File: src/rtl/minimips_pkg.sv
// Shared definitions for the MiniMIPS core: fetch state encoding, reset
// defaults, opcode constants used by the decoders, and PC arithmetic.
package minimips_pkg;

  typedef enum logic [1:0] {
    ST_ISSUE = 2'd0,
    ST_WAIT  = 2'd1,
    ST_HOLD  = 2'd2
  } fetch_state_e;

  localparam logic [31:0] DEFAULT_RESET_PC  = 32'h0000_0000;
  localparam logic [31:0] DEFAULT_NOP_INSTR = 32'h0000_0000;

  localparam logic [5:0] OP_RTYPE = 6'h00;
  localparam logic [5:0] OP_J     = 6'h02;
  localparam logic [5:0] OP_BEQ   = 6'h04;
  localparam logic [5:0] OP_ADDI  = 6'h08;
  localparam logic [5:0] OP_LW    = 6'h23;
  localparam logic [5:0] OP_SW    = 6'h2B;

  // Sequential PC step; wraps modulo 2^32.
  function automatic logic [31:0] pc_plus4(input logic [31:0] pc);
    return pc + 32'd4;
  endfunction

endpackage

File: src/rtl/fetch_stage_pc_select.sv
// Next-PC priority mux: jump target beats branch target beats PC+4 beats hold.
module pc_select
  import minimips_pkg::*;
(
  input  logic [31:0] pcf,
  input  logic        advance,
  input  logic        jump,
  input  logic        branch,
  input  logic [31:0] branch_target,
  input  logic [31:0] jump_target,
  output logic        redirect,
  output logic [31:0] seq_pc,
  output logic [31:0] next_pc
);

  logic [31:0] target;

  always_comb begin
    redirect = jump | branch;
    target   = jump ? jump_target : branch_target;
    seq_pc   = pc_plus4(pcf);
    if (redirect) begin
      next_pc = target;
    end else if (advance) begin
      next_pc = seq_pc;
    end else begin
      next_pc = pcf;
    end
  end

endmodule

File: src/rtl/fetch_stage.sv
// Instruction fetch stage and IF/ID register for MiniMIPS. One outstanding
// request to a variable-latency instruction memory.
//
// Handshake: ImemReq is a one-cycle strobe; the address is captured by memory
// on that edge. ImemValid pulses exactly once per request, at least one cycle
// later, with ImemRdata valid in the same cycle. No backpressure to memory.
module fetch_stage
  import minimips_pkg::*;
#(
  parameter logic [31:0] RESET_PC  = DEFAULT_RESET_PC,
  parameter logic [31:0] NOP_INSTR = DEFAULT_NOP_INSTR
) (
  input  logic        CLK,
  input  logic        RST,
  output logic        ImemReq,
  output logic [31:0] ImemAddr,
  input  logic [31:0] ImemRdata,
  input  logic        ImemValid,
  input  logic        StallF,
  input  logic        StallD,
  input  logic        FlushD,
  input  logic        PCSrcD,
  input  logic        JumpD,
  input  logic [31:0] PCBranchD,
  input  logic [31:0] JumpTargetD,
  output logic [31:0] PCF,
  output logic [31:0] InstrD,
  output logic [31:0] PCPlus4D,
  output logic        ValidD,
  output logic        FetchBusy,
  output logic [1:0]  StateDbg
);

  fetch_state_e state, state_next;
  logic         kill;
  logic [31:0]  hold_word;

  logic         redirect;
  logic [31:0]  seq_pc;
  logic [31:0]  next_pc;

  logic         issue_req;
  logic         resp_live;
  logic         deliver_mem;
  logic         deliver_buf;
  logic         capture;
  logic         kill_set;
  logic         kill_clr;

  pc_select u_pc_select (
    .pcf           (PCF),
    .advance       (deliver_mem | deliver_buf),
    .jump          (JumpD),
    .branch        (PCSrcD),
    .branch_target (PCBranchD),
    .jump_target   (JumpTargetD),
    .redirect      (redirect),
    .seq_pc        (seq_pc),
    .next_pc       (next_pc)
  );

  always_ff @(posedge CLK or negedge RST) begin
    if (!RST) begin
      state <= ST_ISSUE;
    end else begin
      state <= state_next;
    end
  end

  always_comb begin
    state_next = state;
    case (state)
      ST_ISSUE: begin
        if (!redirect && !StallF) state_next = ST_WAIT;
      end
      ST_WAIT: begin
        if (ImemValid) begin
          if (kill || redirect || (!StallD && !FlushD)) state_next = ST_ISSUE;
          else                                         state_next = ST_HOLD;
        end
      end
      ST_HOLD: begin
        if (redirect || (!StallD && !FlushD)) state_next = ST_ISSUE;
      end
      default: state_next = ST_ISSUE;
    endcase
  end

  // A live response is one that was neither killed earlier nor overtaken by a
  // redirect arriving in the same cycle.
  always_comb begin
    issue_req   = (state == ST_ISSUE) && !StallF && !redirect;
    resp_live   = (state == ST_WAIT) && ImemValid && !kill && !redirect;
    deliver_mem = resp_live && !StallD && !FlushD;
    capture     = resp_live && (StallD || FlushD);
    deliver_buf = (state == ST_HOLD) && !redirect && !StallD && !FlushD;
    kill_set    = (state == ST_WAIT) && !ImemValid && redirect;
    kill_clr    = (state == ST_WAIT) && ImemValid;
    FetchBusy   = (state == ST_ISSUE) || ((state == ST_WAIT) && !(ImemValid && !kill));
    ImemReq     = issue_req && RST;
    ImemAddr    = PCF;
    StateDbg    = state;
  end

  always_ff @(posedge CLK or negedge RST) begin
    if (!RST) begin
      kill <= 1'b0;
    end else if (kill_clr) begin
      kill <= 1'b0;
    end else if (kill_set) begin
      kill <= 1'b1;
    end
  end

  always_ff @(posedge CLK or negedge RST) begin
    if (!RST) begin
      hold_word <= '0;
    end else if (capture) begin
      hold_word <= ImemRdata;
    end
  end

  always_ff @(posedge CLK or negedge RST) begin
    if (!RST) begin
      PCF <= RESET_PC;
    end else begin
      PCF <= next_pc;
    end
  end

  // Bubbles leave PCPlus4D untouched; only ValidD qualifies the contents.
  always_ff @(posedge CLK or negedge RST) begin
    if (!RST) begin
      InstrD   <= NOP_INSTR;
      PCPlus4D <= '0;
      ValidD   <= 1'b0;
    end else if (deliver_mem) begin
      InstrD   <= ImemRdata;
      PCPlus4D <= seq_pc;
      ValidD   <= 1'b1;
    end else if (deliver_buf) begin
      InstrD   <= hold_word;
      PCPlus4D <= seq_pc;
      ValidD   <= 1'b1;
    end else if (FlushD || !StallD) begin
      InstrD   <= NOP_INSTR;
      ValidD   <= 1'b0;
    end
  end

endmodule

File: config.mk
export PLATFORM = sky130hd
export DESIGN_NAME = fetch_stage
export DESIGN_NICKNAME = d
export VERILOG_FILES = /design/src/rtl/minimips_pkg.sv /design/src/rtl/fetch_stage_pc_select.sv /design/src/rtl/fetch_stage.sv
export SDC_FILE = /design/constraint.sdc
export NUM_CORES = 1
export LEC_CHECK = 0
export CAP_MARGIN = 25
export CORE_MARGIN = 1.5
export CORE_UTILIZATION = 41
export CTS_CLUSTER_SIZE = 24
export DETAILED_ROUTE_END_ITERATION = 7
export PLACE_DENSITY_LB_ADDON = 0.08
export SLEW_MARGIN = 0
export SYNTH_ARGS = -nofsm -noshare
export SYNTH_HDL_FRONTEND = slang
export SYNTH_HIERARCHICAL = 1
export SYNTH_SLANG_ARGS = --single-unit
export TNS_END_PERCENT = 30
File: constraint.sdc
create_clock -name CLK -period 2.4 [get_ports CLK]
set_input_delay 0.36 -clock CLK [delete_from_list [all_inputs] [get_ports CLK]]
set_output_delay 0.36 -clock CLK [all_outputs]
set_load 0.1 [all_outputs]
# --- After elaboration in Yosys (flattened, before gate mapping) ---
# Cells that the tools add are included.
totals:
  ff_bits: 132
  out_inout_bits: 133
op_classes:
  addsub: 1
  n_eq_ne: 5
  muxes: 18
  n_bitwise: 2
  reduce_logical: 37
ops:
  columns: ["cell", "count"]
  rows:
  - ["32-bit 2-to-1 mux", 8]
  - ["32-bit by 3-bit adder with 32-bit output, second input constant", 1]
  - ["1-bit logical AND", 18]
  - ["2-bit 2-to-1 mux", 4]
  - ["1-bit zero test", 7]
  - ["1-bit logical OR", 6]
  - ["2-bit inequality test, second input constant", 3]
  - ["2-bit one-hot mux with 3 select lines", 1]
  - ["2-bit nonzero test", 3]
  - ["1-bit 2-to-1 mux", 5]
  - ["3-bit AND reduction", 1]
  - ["3-bit nonzero test", 1]
  - ["2-bit by 1-bit equality test with 1-bit output, second input constant", 1]
  - ["2-bit equality test, second input constant", 1]
  - ["2-bit zero test", 1]
  - ["1-bit OR", 2]

# --- Logic depth before layout (Yosys ltp) ---
# Gate-level depths: netlist of run 1.
logic_depth:
  word_depth: 9
  ltp_mapped: 15
  mapped_depth_nobuf: 10

# --- Modules after synthesis ---
# Netlist of run 1, hierarchy kept.
by_module_without_submodules:
  columns: ["module", "instances", "cells_each", "area_per_inst_um2", "seq_area_each_um2"]
  rows:
  - ["fetch_stage", 1, 340, 5058.6, 3303.2]
  - ["pc_select", 1, 258, 1677.9, 0.0]

# --- Least setup slack after synthesis of run 1 ---
# Ideal clock, no wire load.
synth_path:
  kind: "input to register"
  from: "input port PCSrcD"
  to: "register PCF[23], in the netlist ImemAddr[23]"
  setup_ps: 77
  t_arrival_ps: 3219
  required_ps: 2323
  setup_slack_ps: -896
  stages: 15
  path_buffers: 5
  cell_sequence: "clkbuf_1 -> nor2_1 -> inv_1 -> buf_2 -> buf_2 -> nor3_2 -> o21ai_2 -> buf_2 -> inv_1 -> buf_2 -> nand4_1 -> nor4_4 -> nand4_1 -> xor2_1 -> o21ai_1"
synth_via:
  word_cells_on_any_way: 11
  classes_between: "mux (1); bitwise (2); reduce/logical (8)"
synth_lines:
  columns: ["element", "line", "source"]
  rows:
  - ["start, declared", "fetch_stage.sv:22", "input logic PCSrcD,"]
  - ["1-bit OR", "fetch_stage_pc_select.sv:19", "redirect = jump | branch;"]
  - ["via redirect", "fetch_stage.sv:38", "logic redirect;"]
  - ["32-bit 2-to-1 mux", "fetch_stage_pc_select.sv:22", "if (redirect) begin"]
  - ["via next_pc[23]", "fetch_stage.sv:40", "logic [31:0] next_pc;"]
  - ["end signal, assigned", "fetch_stage.sv:127", "PCF <= next_pc;"]
  - ["end, declared", "fetch_stage.sv:26", "output logic [31:0] PCF,"]
# The timed path passes the listed nets, and every way through them passes these cells.
# A chain may end at the register's enable or synchronous reset.

# --- Worst setup path after layout of run 1 ---
layout_path:
  from: "input port JumpD"
  to: "output port ImemReq"
layout_via:
  elab_chain_len: 4
layout_rtl:
  columns: ["element", "line", "source"]
  rows:
  - ["start, declared", "fetch_stage.sv:23", "input logic JumpD,"]
  - ["1-bit OR", "fetch_stage_pc_select.sv:19", null]
  - ["via redirect", "fetch_stage.sv:38", null]
  - ["1-bit zero test", "fetch_stage.sv:92", "issue_req = (state == ST_ISSUE) && !StallF && !redirect;"]
  - ["1-bit logical AND", "fetch_stage.sv:92", null]
  - ["1-bit logical AND", "fetch_stage.sv:100", "ImemReq = issue_req && RST;"]
  - ["end, declared", "fetch_stage.sv:15", "output logic ImemReq,"]
# The timed path passes the listed nets, and every way through them passes these cells.

==> results of run 1 <==
-- final cells by class --
class	count	area, µm²	area share
inverter	6	22.5	0.00235
clock buffer	21	470	0.0490
antenna	2	5.00	0.000521
clock inverter	11	126	0.0132
timing repair buffer	276	2400	0.250
tap	216	270	0.0282
multi-input combinational	383	3000	0.312
sequential	132	3310	0.344
-- synthesized netlist by cell type, drive strengths merged, types with 6 or more instances --
cell type / instances
and2: 9
nor2: 23
clkbuf: 23
xor2: 26
dfrtp: 132
mux2: 65
a21oi: 15
a221o: 32
nand4: 14
o21ai: 26
nand3: 18
and3: 40
nor3: 7
a22oi: 17
nand2: 25
buf: 54
xnor2: 29
o22ai: 6
-- critical path: cells and delay by family --
family                 cells  cell delay [ns]
AND/OR/NAND/NOR            3             0.62
buffers and inverters      4             0.93
-- sequential cells by signal, indices dropped and copies added, names as in the netlist --
name	count
PCPlus4D	32
StateDbg	2
InstrD	32
hold_word	32
kill	1
ImemAddr	32
ValidD	1
-- placed cells by master (no fill, tap or decap), types with 17 or more instances in the layout --
master,n
a221o_1,32
a22oi_1,17
and3_1,40
buf_4,167
clkbuf_16,17
clkdlybuf4s50_1,102
dfrtp_1,130
mux2_2,64
nand2_1,25
nor2_1,22
xnor2_1,29
xor2_1,26
-- worst max-delay path by stage --
| stage | from | end | slack, ns | cells after the start |
|---|---|---|---|---|
| finish | JumpD | ImemReq | 0.11 | 7 |
| global placement | ImemValid | ImemAddr[19]$_DFF_PN0_ | -0.26 | 10 |
| floorplan | JumpD | ImemAddr[23]$_DFF_PN0_ | -0.61 | 15 |
| CTS | JumpD | ImemReq | 0.10 | 7 |
| detailed placement | JumpD | ImemAddr[23]$_DFF_PN0_ | -0.28 | 12 |
| global route | JumpD | ImemAddr[29]$_DFF_PN0_ | 0.03 | 12 |
-- per-stage QoR --
| stage | std cells | setup slack, ns |
|---|---|---|
| final | 1047 | 0.107 |
| after global routing | 1047 | 0.0317 |
| after CTS | 1044 | 0.104 |
| after detailed placement | 1012 | -0.280 |
| after global placement | 1011 | -0.256 |
| after floorplan | 598 | -0.608 |
-- layer usage --
| layer | vias to the layer above | global-route usage | share of wire |
|---|---|---|---|
| li1 | 2569 | - | - |
| met3 | 30 | 0.0459 | 0.054 |
| met1 | 2756 | 0.284 | 0.43 |
| met2 | 195 | 0.383 | 0.49 |
| met4 | 0 | 0.0868 | 0.026 |
| met5 | - | 0 | 0 |
-- cells by family (layout without fill, tap and decap cells) --
group	Yosys count	in the layout
xor gates and xnor gates	55	55
AOI/OAI and AO/OA	99	99
adders and majority gates	1	1
other	0	2
buffers and inverters	83	314
DFF	132	132
muxes	70	70
and+or+nand+nor	158	158
-- power by group --
part	internal [W]	total [W]	switching, W
Combinational	0.000675	0.00239	0.00172
Clock	0.00161	0.00258	0.000969
Sequential	0.00249	0.00270	0.000207
Total	0.00478	0.00767	0.00289
-- what timing repair did --
item / 4_1_cts / 5_1_grt
gates resized for setup: 0 / 1
endpoints found under the hold margin: 0 / 0
buffers inserted: 0 / 1
endpoints found under the setup margin: 0 / 4
==> qor.log, run 1 <==
[status] result of the run finished, final reports clean
[clock_tree] CTS Buf Count 17
[global_routing] via count of the first global-routing pass 5751
[global_routing] maximum number of pins on one net before global-route repair 133
[synth] fraction of the yosys area taken by sequential cells 0.490
[sta] shortest period the worst path allows 2.29 ns
[sta] Worst Max-Slew Pin Slew 0.763 ns
[clock_tree] clock tree from TritonCTS done
[clock_tree] cts hold-fix bufs 0
[placement] number of buffer cells added on primary ports 236
[detailed_routing] initial detailed-routing violation count 308
[min_path] Min-Delay Path Class input port to async pin
[sta] setup repair after global routing missed its margin no
[sta] period utilization 0.955
[synth] Mapped Nets 703
[detailed_routing] average routed wire per standard cell 18.2 µm
[synth] number of unique standard cell types used by synthesis 48
[finish] fill cell count 1368
[clock_tree] clk_lat worst skew 0.41 ns
[synth] cell types occupying the most area after synthesis dfrtp_1, mux2_2, a221o_1, buf_4, xnor2_1
[clock_tree] Longest Clk Path Bufs 2
[flow_run] number of violations of the max-capacitance limit 0
[power_and_ir_drop] total power 0.00767 W
[critical_path] CP Max Fanout 22
[synth] Synth Area in XOR/XNOR 0.0715
[synth] portion of netlist area occupied by mux cells 0.116
[clock_tree] root buffer cell clkbuf_16
[finish] final core utilization 0.602
[placement] Post-DP Area 8990 µm²
[synth] number of flops mapped to enable cells by yosys 0
[sta] final count of pins violating max slew 0
[critical_path] slowest stage cell on the critical path clkdlybuf4s50_1
[sta] smallest hold slack 0.0381 ns
[sta] Final TNS setup 0 ns
[clock_tree] maximum level of the CTS H-tree 4
[detailed_routing] overall via count from detail_route 5550
[synth] most area-hungry cell type in the Yosys netlist dfrtp_1
[critical_path] setup slack, reg-to-reg 0.17 ns
[power_and_ir_drop] LEAKAGE 4.56 nW
[sta] largest clock skew in the final design 0.00926 ns
[synth] post-synthesis instance total 598
[detailed_routing] via-per-instance ratio 5.30
[placement] post-detailed-placement half-perimeter wirelength 13.4 mm
[floorplanning] I/O pin count 237
[synth] basic-gate share of the synthesized area counting and, or, nand and nor cells 0.141
[critical_path] chain of cells forming the critical path clkdlybuf4s50_1, nor2_4, inv_2, buf_4, nor4_1, and2_1, buf_12
[global_routing] overflow left after global routing 0
[critical_path] origin of the critical flop-to-flop path StateDbg[1]$_DFFE_PN0P_
[sta] Fmax achieved 436 MHz
[global_routing] wire length of the first global-routing pass 30.8 mm
[critical_path] data required time at the worst endpoint 2.04 ns
[floorplanning] Die ar. 17200 µm²
[critical_path] data arrival time of the critical path 1.93 ns
[synth] Avg Synthesized Cell Area 11.3 µm²
[sta] number of failing hold endpoints at the final stage 0
[critical_path] Worst Setup Start Kind input port
[detailed_routing] Total Routed Length 19.0 mm
[critical_path] largest stage delay on the critical path 0.45 ns
[detailed_routing] number of nets with antenna violations after routing 0
[critical_path] worst r2r dst ImemAddr[23]$_DFF_PN0_
[finish] share of cells above drive strength 1 0.356
[floorplanning] initial core utilization 0.423
[global_routing] initial antenna violation count 2
[critical_path] worst-case reg-to-reg path depth 9
[synth] area share of the largest cell type after synthesis 0.490
[critical_path] critical path endpoint category output pin
[synth] most used flip-flop cell after synthesis dfrtp_1
[finish] Finished Cell Area 9600 µm²
[finish] Area Growth Syn to Fin 42.5%
[sta] worst relative slew slack 0.491
[power_and_ir_drop] Worst IR Drop VDD 0.483 mV
[floorplanning] core area 15900 µm²
[floorplanning] total number of placement rows 46
[detailed_routing] iteration count of the initial detailed-routing pass 4
[synth] count of warnings emitted by yosys 6
[synth] largest family of logic cells by synthesized area simple AND/OR/NAND/NOR gates
[synth] Synth Cell Area 6740 µm²
[synth] post-synthesis compound-gate area fraction 0.107
[clock_tree] clock slew at reported path FFs 0.06 ns
[floorplanning] y dimension of the die 131 µm
[floorplanning] Chip Width 131 µm
[synth] adder and majority cell fraction of the synthesized area 0.00186
[sta] final number of setup-violating endpoints 0
[placement] GPL Wtd Cong 0.819
[clock_tree] CTS sink count 132
[critical_path] path type of the worst setup path input port to output pin
[power_and_ir_drop] cell area power density 799 nW/µm²
[detailed_routing] drt drc 0
[finish] nets 921
[synth] post-synthesis register bit count 132
[global_routing] global router's overall resource usage 0.226
[synth] share of async-settable or async-resettable flops after synthesis 1.00
(Power assumes the default switching activity.)
==> run 2: changes to the inputs <==
--- a/config.mk
+++ b/config.mk
@@ -7,13 +7,12 @@
 export LEC_CHECK = 0
 export CAP_MARGIN = 25
 export CORE_MARGIN = 1.5
-export CORE_UTILIZATION = 41
+export CORE_UTILIZATION = 40
 export CTS_CLUSTER_SIZE = 24
 export DETAILED_ROUTE_END_ITERATION = 7
 export PLACE_DENSITY_LB_ADDON = 0.08
 export SLEW_MARGIN = 0
 export SYNTH_ARGS = -nofsm -noshare
 export SYNTH_HDL_FRONTEND = slang
-export SYNTH_HIERARCHICAL = 1
 export SYNTH_SLANG_ARGS = --single-unit
 export TNS_END_PERCENT = 30
==> qor.log, run 2 <==
[critical_path] worst r2r dst ImemAddr[26]$_DFFE_PN0P_ [was ImemAddr[23]$_DFF_PN0_]
[finish] share of cells above drive strength 1 0.304 [was 0.356]
[synth] Avg Synthesized Cell Area 10.9 µm² [was 11.3 µm²]
[critical_path] CP Max Fanout 5 [was 22]
[power_and_ir_drop] total power 0.00804 W [was 0.00767 W]
[synth] area share of the largest cell type after synthesis 0.527 [was 0.490]
[floorplanning] Die ar. 16400 µm² [was 17200 µm²]
[sta] shortest period the worst path allows 2.14 ns [was 2.29 ns]
[synth] Mapped Nets 681 [was 703]
[finish] Area Growth Syn to Fin 43.3% [was 42.5%]
[clock_tree] clock tree from TritonCTS done [unchanged]
[status] result of the run finished, final reports clean [unchanged]
[sta] number of failing hold endpoints at the final stage 0 [unchanged]
[critical_path] largest stage delay on the critical path 0.53 ns [was 0.45 ns]
[synth] post-synthesis register bit count 132 [unchanged]
[synth] cell types occupying the most area after synthesis dfrtp_1, a222oi_1, mux2_2, buf_4, nand2_1 [was dfrtp_1, mux2_2, a221o_1, buf_4, xnor2_1]
[clock_tree] CTS Buf Count 17 [unchanged]
[placement] post-detailed-placement half-perimeter wirelength 12.3 mm [was 13.4 mm]
[synth] post-synthesis instance total 576 [was 598]
[synth] top-count cell post-synth dfrtp_1 [unchanged]
[power_and_ir_drop] cell area power density 894 nW/µm² [was 799 nW/µm²]
[finish] most frequent standard cell in the layout excluding fill and tap cells buf_4 [unchanged]
[sta] least setup slack across all paths after layout 0.258 ns [was 0.107 ns]
[finish] Multi-input gate area 2430 µm² [was 3000 µm²]
[clock_tree] cts hold-fix bufs 0 [unchanged]
[critical_path] setup slack, reg-to-reg 0.52 ns [was 0.17 ns]
[detailed_routing] via-per-instance ratio 5.30 [about the same]
[min_path] Min-Delay Path Class input port to async pin [unchanged]
[synth] count of warnings emitted by yosys 0 [was 6]
[critical_path] largest delay contributor family on the critical path buffers and inverters [unchanged]
[flow_run] number of violations of the max-capacitance limit 0 [unchanged]
[critical_path] data required time at the worst endpoint 2.04 ns [about the same]
[synth] number of unique standard cell types used by synthesis 45 [was 48]
[floorplanning] initial core utilization 0.411 [was 0.423]
[detailed_routing] iteration count of the initial detailed-routing pass 8 [was 4]
[finish] Antenna Cells 0 [was 2]
[detailed_routing] average routed wire per standard cell 17.6 µm [was 18.2 µm]
[synth] list of most frequent post-synthesis cells dfrtp_1, nand2_1, a222oi_1, buf_4, inv_1 [was dfrtp_1, mux2_2, and3_1, buf_4, a221o_1]
[global_routing] initial antenna violation count 0 [was 2]
[sta] Fmax achieved 467 MHz [was 436 MHz]
[placement] total instance count after detailed placement 971 [was 1012]
[detailed_routing] number of nets with antenna violations after routing 0 [unchanged]
[global_routing] overflow left after global routing 0 [unchanged]
[critical_path] path type of the worst setup path input port to output pin [unchanged]
[detailed_routing] initial detailed-routing violation count 421 [was 308]
[critical_path] worst-case reg-to-reg path depth 6 [was 9]
[power_and_ir_drop] Worst IR Drop VDD 0.490 mV [was 0.483 mV]
[floorplanning] Chip Width 128 µm [was 131 µm]
[detailed_routing] drt drc 0 [unchanged]
[clock_tree] maximum level of the CTS H-tree 4 [unchanged]
[finish] fill cell count 1301 [was 1368]
[finish] nets 884 [was 921]
[finish] Sequential cell area 3310 µm² [about the same]
[synth] fraction of the yosys area taken by sequential cells 0.527 [was 0.490]
[sta] setup repair after global routing missed its margin no [unchanged]
[critical_path] data arrival time of the critical path 1.78 ns [was 1.93 ns]
[finish] non-filler cells, final 1003 [was 1047]
[floorplanning] total number of placement rows 45 [was 46]
[critical_path] origin of the critical flop-to-flop path ImemAddr[6]$_DFFE_PN0P_ [was StateDbg[1]$_DFFE_PN0P_]
[critical_path] chain of cells forming the critical path clkdlybuf4s50_1, or2_2, nor3_2, buf_12 [was clkdlybuf4s50_1, nor2_4, inv_2, buf_4, nor4_1, and2_1, buf_12]
[power_and_ir_drop] LEAKAGE 4.26 nW [was 4.56 nW]
[floorplanning] y dimension of the die 128 µm [was 131 µm]
[sta] period utilization 0.892 [was 0.955]
[clock_tree] Setup Buffers After CTS 0 [unchanged]
[synth] most area-hungry cell type in the Yosys netlist dfrtp_1 [unchanged]
[detailed_routing] Total Routed Length 17.7 mm [was 19.0 mm]
[critical_path] slowest stage cell on the critical path clkdlybuf4s50_1 [unchanged]
[clock_tree] root buffer cell clkbuf_16 [unchanged]
[global_routing] maximum number of pins on one net before global-route repair 133 [unchanged]
[clock_tree] count of instances resized after the clock tree is built 0 [unchanged]
[placement] number of buffer cells added on primary ports 236 [unchanged]
[placement] GPL Wtd Cong 0.812 [was 0.819]
[sta] largest clock skew in the final design 0.00625 ns [was 0.00926 ns]
[finish] most frequent cells in the layout buf_4, dfrtp_1, clkdlybuf4s50_1 [unchanged]
[floorplanning] core area 15300 µm² [was 15900 µm²]
[floorplanning] I/O pin count 237 [unchanged]
[global_routing] global router's overall resource usage 0.220 [was 0.226]
[clock_tree] Longest Clk Path Bufs 2 [unchanged]
[detailed_routing] overall via count from detail_route 5315 [was 5550]
[clock_tree] clock slew at reported path FFs 0.06 ns [about the same]
[critical_path] Worst Setup Start Kind input port [unchanged]
[clock_tree] clk_lat worst skew 0.41 ns [about the same]
[critical_path] critical path endpoint category output pin [unchanged]
[placement] DP Worst Slack 0.132 ns [was -0.280 ns]
[sta] final count of pins violating max slew 0 [unchanged]
[synth] number of flops mapped to enable cells by yosys 0 [unchanged]
[synth] Synth Cell Area 6270 µm² [was 6740 µm²]
[sta] worst relative slew slack 0.525 [was 0.491]
[sta] final number of setup-violating endpoints 0 [unchanged]
[global_routing] wire length of the first global-routing pass 28.0 mm [was 30.8 mm]
[sta] smallest hold slack 0.0453 ns [was 0.0381 ns]
[clock_tree] CTS sink count 132 [unchanged]
[sta] Final TNS setup 0 ns [unchanged]
[critical_path] Critical path buffers and inverters 2 [was 4]
[synth] share of async-settable or async-resettable flops after synthesis 1.00 [unchanged]
[sta] Worst Max-Slew Pin Slew 0.712 ns [was 0.763 ns]
[synth] most used flip-flop cell after synthesis dfrtp_1 [unchanged]
[global_routing] via count of the first global-routing pass 5342 [was 5751]
run 2: cell count changes after synthesis, moves of 14 or more:
cell	previous run	this run
and3_1	40	6
inv_1	5	36
mux2_2	64	31
nand2_1	25	57
a221o_1	32	0
xnor2_1	29	12
a22oi_1	17	3
o21ai_0	16	31
a222oi_1	0	50
run 2: through the flow:
stage	area, µm²	utilization
2_1_floorplan	6290	-
3_3_place_gp	8390	0.550
3_5_place_dp	8390	0.550
4_1_cts	8990	0.589
5_1_grt	8990	0.589
6_report	8990	0.589
run 2: worst max path at each step:
stage | from | end | slack, ns | cells past startpoint
floorplan | StateDbg[0]$_DFFE_PN0P_ | ImemReq | -0.20 | 3
global placement | PCSrcD | ImemAddr[6]$_DFFE_PN0P_ | 0.18 | 6
detailed placement | PCSrcD | InstrD[10]$_DFFE_PN0P_ | 0.13 | 7
CTS | PCSrcD | ImemReq | 0.24 | 4
global route | PCSrcD | ImemReq | 0.21 | 4
finish | PCSrcD | ImemReq | 0.26 | 4
run 2: layout make-up:
class                           instances  share of cell area
Clock buffer                           17              0.0473
Clock inverter                         15              0.0202
Inverter                               36              0.0150
Multi-Input combinational cell        336               0.270
Sequential cell                       132               0.368
Tap cell                              211              0.0294
Timing Repair Buffer                  256               0.250
run 2: where the power goes:
group          internal [W]  switching, W  total (W)
combinational      0.000672       0.00195    0.00262
sequential          0.00251      0.000248    0.00276
clock               0.00164       0.00101    0.00265
run 2: worst register-to-register path: stages (launching register included):
cell and delay (ns):
dfrtp_1 0.56, nand4_4 0.19, nor4_4 0.27, buf_4 0.24, nand4_1 0.13, xor2_1 0.24
o21ai_0 0.11
run 2: cell families after synthesis:
family          synth area share
simple gates               0.114
compound gates             0.156
flops                      0.527
mux                       0.0606
buf+inv                   0.0915
fa+ha+maj                0.00199
xor+xnor                  0.0489
run 2: per-layer routing:
layer / GRT usage / share of wire
met3: 0.0463 / 0.071
met1: 0.277 / 0.42
met2: 0.377 / 0.49
met4: 0.0773 / 0.018
met5: 0 / 0
==> run 3: changes to the inputs <==
--- a/config.mk
+++ b/config.mk
@@ -8,9 +8,10 @@
 export CAP_MARGIN = 25
 export CORE_MARGIN = 1.5
 export CORE_UTILIZATION = 40
-export CTS_CLUSTER_SIZE = 24
+export CTS_CLUSTER_SIZE = 14
 export DETAILED_ROUTE_END_ITERATION = 7
 export PLACE_DENSITY_LB_ADDON = 0.08
+export REMOVE_ABC_BUFFERS = 1
 export SLEW_MARGIN = 0
 export SYNTH_ARGS = -nofsm -noshare
 export SYNTH_HDL_FRONTEND = slang
==> qor.log, run 3 (synthesized netlist as in run 2, its figures left out) <==
[status] result of the run finished, final reports clean [unchanged]
[clock_tree] clk_lat worst skew 0.41 ns [about the same]
[finish] Area Growth Syn to Fin 43.6% [was 43.3%]
[critical_path] critical path endpoint category output pin [unchanged]
[critical_path] Worst Setup Start Kind input port [unchanged]
[critical_path] path type of the worst setup path input port to output pin [unchanged]
[finish] final core utilization 0.590 [was 0.589]
[global_routing] initial antenna violation count 1 [was 0]
[clock_tree] cts hold-fix bufs 0 [unchanged]
[sta] shortest period the worst path allows 2.28 ns [was 2.14 ns]
[finish] nets 884 [unchanged]
[detailed_routing] drt drc 0 [unchanged]
[sta] final number of setup-violating endpoints 0 [unchanged]
[placement] total instance count after detailed placement 971 [unchanged]
[floorplanning] Die ar. 16400 µm² [unchanged]
[clock_tree] Longest Clk Path Bufs 2 [unchanged]
[floorplanning] initial core utilization 0.411 [unchanged]
[power_and_ir_drop] LEAKAGE 4.27 nW [was 4.26 nW]
[detailed_routing] iteration count of the initial detailed-routing pass 6 [was 8]
[clock_tree] CTS sink count 132 [unchanged]
[placement] GPL Wtd Cong 0.813 [was 0.812]
[critical_path] data required time at the worst endpoint 2.04 ns [about the same]
[floorplanning] total number of placement rows 45 [unchanged]
[finish] most frequent standard cell in the layout excluding fill and tap cells buf_4 [unchanged]
[detailed_routing] initial detailed-routing violation count 448 [was 421]
[critical_path] largest delay contributor family on the critical path buffers and inverters [unchanged]
[placement] post-detailed-placement half-perimeter wirelength 12.0 mm [was 12.3 mm]
[flow_run] number of violations of the max-capacitance limit 0 [unchanged]
[global_routing] maximum number of pins on one net before global-route repair 74 [was 133]
[sta] largest clock skew in the final design 0.00995 ns [was 0.00625 ns]
[critical_path] chain of cells forming the critical path clkdlybuf4s50_1, or2_2, nor3_1, buf_12 [was clkdlybuf4s50_1, or2_2, nor3_2, buf_12]
[clock_tree] clock tree from TritonCTS done [unchanged]
[sta] number of failing hold endpoints at the final stage 0 [unchanged]
[min_path] Min-Delay Path Class input port to async pin [unchanged]
[global_routing] overflow left after global routing 0 [unchanged]
[power_and_ir_drop] Worst IR Drop VDD 0.511 mV [was 0.490 mV]
[critical_path] data arrival time of the critical path 1.92 ns [was 1.78 ns]
[detailed_routing] via-per-instance ratio 5.19 [was 5.30]
[power_and_ir_drop] cell area power density 897 nW/µm² [was 894 nW/µm²]
[critical_path] Critical path buffers and inverters 2 [unchanged]
[sta] Fmax achieved 438 MHz [was 467 MHz]
[global_routing] global router's overall resource usage 0.208 [was 0.220]
[finish] share of cells above drive strength 1 0.297 [was 0.304]
[global_routing] via count of the first global-routing pass 5205 [was 5342]
[placement] number of buffer cells added on primary ports 236 [unchanged]
[critical_path] largest stage delay on the critical path 0.57 ns [was 0.53 ns]
[critical_path] slowest stage cell on the critical path clkdlybuf4s50_1 [unchanged]
[finish] Antenna Cells 0 [unchanged]
[clock_tree] root buffer cell clkbuf_16 [unchanged]
[detailed_routing] overall via count from detail_route 5205 [was 5315]
[critical_path] CP Max Fanout 6 [was 5]
[power_and_ir_drop] total power 0.00808 W [was 0.00804 W]
[floorplanning] I/O pin count 237 [unchanged]
[floorplanning] y dimension of the die 128 µm [unchanged]
[finish] most frequent cells in the layout buf_4, dfrtp_1, clkdlybuf4s50_1 [unchanged]
[detailed_routing] Total Routed Length 17.0 mm [was 17.7 mm]
[finish] non-filler cells, final 1003 [unchanged]
[clock_tree] Setup Buffers After CTS 0 [unchanged]
[placement] DP Worst Slack 0.108 ns [was 0.132 ns]
[global_routing] wire length of the first global-routing pass 26.8 mm [was 28.0 mm]
[sta] worst relative slew slack 0.388 [was 0.525]
[clock_tree] CTS Buf Count 17 [unchanged]
[clock_tree] clock slew at reported path FFs 0.06 ns [about the same]
[clock_tree] count of instances resized after the clock tree is built 0 [unchanged]
[finish] fill cell count 1284 [was 1301]
[sta] final count of pins violating max slew 0 [unchanged]
[detailed_routing] average routed wire per standard cell 17.0 µm [was 17.6 µm]
[critical_path] setup slack, reg-to-reg 0.50 ns [was 0.52 ns]
[clock_tree] maximum level of the CTS H-tree 4 [unchanged]
[sta] period utilization 0.952 [was 0.892]
[floorplanning] core area 15300 µm² [unchanged]
[sta] smallest hold slack 0.0922 ns [was 0.0453 ns]
[sta] Worst Max-Slew Pin Slew 0.918 ns [was 0.712 ns]
[sta] setup repair after global routing missed its margin no [unchanged]
[sta] least setup slack across all paths after layout 0.115 ns [was 0.258 ns]
[floorplanning] Chip Width 128 µm [unchanged]
[detailed_routing] number of nets with antenna violations after routing 0 [unchanged]
## run 3: cell count changes in the layout (fill, tap and decap cells not counted), sizes merged
cell and delta:
clkinv -1, clkbuf +2, inv -2, bufinv +1
## run 3: power breakdown
part | switching, W | internal, W | leakage [nW]
logic | 0.00195 | 0.000666 | 2.25
clock network | 0.000942 | 0.00176 | 0.291
registers | 0.000252 | 0.00251 | 1.73
total | 0.00314 | 0.00494 | 4.27
## run 3: final timing paths
check                                    startpoint                        to  depth (start not counted)
max                                          PCSrcD                   ImemReq                          4
min                                             RST    InstrD[29]$_DFFE_PN0P_                          2
max reg2reg                 ImemAddr[2]$_DFFE_PN0P_  ImemAddr[28]$_DFFE_PN0P_                          7
min reg2reg                PCPlus4D[14]$_DFFE_PN0P_  PCPlus4D[14]$_DFFE_PN0P_                          2
max in group asynchronous                       RST  PCPlus4D[29]$_DFFE_PN0P_                          2
min in group CLK                              JumpD   ImemAddr[2]$_DFFE_PN0P_                          3
## run 3: cell type report
class	instances	area, µm²	share of cell area
clock inverter	13	181	0.0201
sequential	132	3300	0.367
clock buffer	19	443	0.0492
tap	211	264	0.0293
inverter	36	135	0.0150
timing repair buffer	256	2260	0.251
multi-input combinational	336	2420	0.268
## run 3: stage by stage
stage | TNS [ns] | cell area [µm²]
finish | 0 | 9010
global route | 0 | 9010
CTS | 0 | 9010
detailed placement | 0 | 8380
global placement | 0 | 8380
floorplan | -59.20 | 5830
## run 3: metal layers
layer	part of all wire	track usage	vias up	wire, µm
met5	0.00094	0	-	16
met4	0.0082	0.0575	2	140
met3	0.069	0.0505	14	1170
met2	0.50	0.359	191	8450
met1	0.43	0.261	2537	7230
li1	-	-	2461	-
==> patch (settings of run 3) <==
Register the input `JumpTargetD` before use, without a reset. The logic sees it one clock later. The other inputs are not delayed to match.
--- a/src/rtl/fetch_stage.sv
+++ b/src/rtl/fetch_stage.sv
@@ -31,6 +31,12 @@
   output logic [1:0]  StateDbg
 );
 
+  logic [31:0] JumpTargetD_q;
+
+  always_ff @(posedge CLK) begin
+    JumpTargetD_q <= JumpTargetD;
+  end
+
   fetch_state_e state, state_next;
   logic         kill;
   logic [31:0]  hold_word;
@@ -53,7 +59,7 @@
     .jump          (JumpD),
     .branch        (PCSrcD),
     .branch_target (PCBranchD),
-    .jump_target   (JumpTargetD),
+    .jump_target   (JumpTargetD_q),
     .redirect      (redirect),
     .seq_pc        (seq_pc),
     .next_pc       (next_pc)
Check against the original RTL: not equivalent (Yosys sat finds a counterexample within 4 cycles, from zero or initial values and one cycle with RST low).
==> patch against run 3 <==
Via count increased by 5.2%. Sequential cell count rose by 32. Count of clock-buffer cells in the layout is 2 higher. Die area increased by 10%. Total power grew 6.2%. Combinational power is essentially flat. Routed wire length rose by 6.2%. Utilization fell by 1.5 points. Non-clock buffer count fell by 1. Setup slack improved by 0.016 ns. Synthesized area rose by 10%. Final area grew 7.0%.
==> patch: results (changes against run 3) <==
Setup WS pre-CTS 0.108 ns (about the same); Worst Skew 0.00940 ns (was 0.00995 ns); initial antenna violation count 0 (was 1); first-pass GRT wire length 28600 um (was 26800 um); M1 WL 7710 um (was 7230 um); R2R depth 5 (was 7); most frequent cells after synthesis dfrtp_1 (132), nand2_1 (57), a222oi_1 (50) (unchanged); # nets final 915 (was 884); WL met3 1190 um (was 1170 um); Placer Congestion 0.805 (was 0.813); Hold WC Path Type in2async (unchanged); vias in the first global route 5456 (was 5205); crit path DAT 1.91 ns; DP HPWL 12700 um (was 12000 um); CTS Buffer Depth 2 (unchanged); area post-placement 9040 sq um (was 8380 sq um); filler instances 1471 (was 1284); Worst Tran Pin Value 0.914 ns (was 0.918 ns); Unique masters post-synth 46 (was 45); Max Used Layer met4 (was met5); status finished, final reports clean (unchanged); share of layout cells above drive strength 1 28.1% (was 29.7%); post-synthesis sequential area ratio 57.0% (was 52.7%); synth top area cells dfrtp_1 (48%), dfxtp_1 (9.3%), a222oi_1 (7.2%) (was dfrtp_1 (53%), a222oi_1 (8.0%), mux2_2 (5.6%)); Hold-fix buffers, CTS 1 (was 0); wire per inst 17.3 um (was 17.0 um); Iter 0 DRT Violations 374 (was 448); Post-synth ARST share 80.5% (was 100%); Static Leakage 0.00453 uW (was 0.00427 uW); GRT Total Usage 20.3% (was 20.8%); DR WL met2 8980 um (was 8450 um); peak supply drop 0.542 mV (was 0.511 mV)
==> patch: cell count changes after synthesis <==
| cell | run 3 | this run |
|---|---|---|
| dfxtp_1 | 0 | 32 |
==> patch: per-layer routing <==
metal	GRT usage (%)	vias to the layer above
met5	0	-
met4	5.62	0
met3	4.13	17
met2	34.8	218
met1	26.2	2680
li1	-	2559
==> patch: through the flow <==
stage | util (%) | instances | hold slack (ns) | total power (uW) | TNS, ns
after floorplan | - | 536 | 0.0644 | 5200 | -59.20
after global placement | 54.0 | 1010 | 0.145 | 5950 | 0
after detailed placement | 54.0 | 1010 | 0.145 | 6000 | 0
after CTS | 57.5 | 1043 | 0.269 | 8670 | 0
after global routing | 57.5 | 1043 | 0.269 | 8910 | 0
final | 57.5 | 1043 | 0.284 | 8580 | 0
==> patch: cell type report <==
type | count | area, sq um | share of cell area (%)
timing repair buffer | 255 | 2280 | 23.7
sequential | 164 | 3940 | 40.9
clock inverter | 11 | 129 | 1.34
inverter | 36 | 135 | 1.40
clock buffer | 21 | 450 | 4.68
multi-input combinational | 336 | 2420 | 25.1
tap | 220 | 275 | 2.86
==> patch: worst max path at each step <==
| stage | from | to | slack, ns | cells past startpoint |
|---|---|---|---|---|
| after global routing | PCSrcD | ImemReq | 0.06 | 4 |
| final | PCSrcD | ImemReq | 0.13 | 4 |
| after floorplan | StateDbg[0]$_DFFE_PN0P_ | ImemReq | -1.04 | 3 |
| after detailed placement | PCSrcD | ImemAddr[6]$_DFFE_PN0P_ | 0.11 | 7 |
| after CTS | PCSrcD | ImemReq | 0.11 | 4 |
| after global placement | PCSrcD | ImemAddr[6]$_DFFE_PN0P_ | 0.15 | 7 |
==> patch: kinds of logic (layout without fill, tap and decap cells) <==
| kind of cell | count (synthesis) | count (layout) | synth area share, % |
|---|---|---|---|
| compound gates | 132 | 132 | 14.2 |
| fa+ha+maj | 1 | 1 | 0.181 |
| simple gates | 134 | 134 | 10.4 |
| xor+xnor | 35 | 35 | 4.43 |
| flops | 164 | 164 | 57.0 |
| buf+inv | 108 | 323 | 8.31 |
| mux | 34 | 34 | 5.50 |
==> patch: critical path, stage by stage <==
cell	delay, ns
clkdlybuf4s50_1	0.56
or2_2	0.43
nor3_1	0.33
buf_12	0.22
==> patch: power by group <==
| part | switching (uW) | total, uW | internal, uW |
|---|---|---|---|
| Clock | 1090 | 2650 | 1570 |
| Combinational | 1940 | 2610 | 668 |
| Sequential | 254 | 3320 | 3070 |
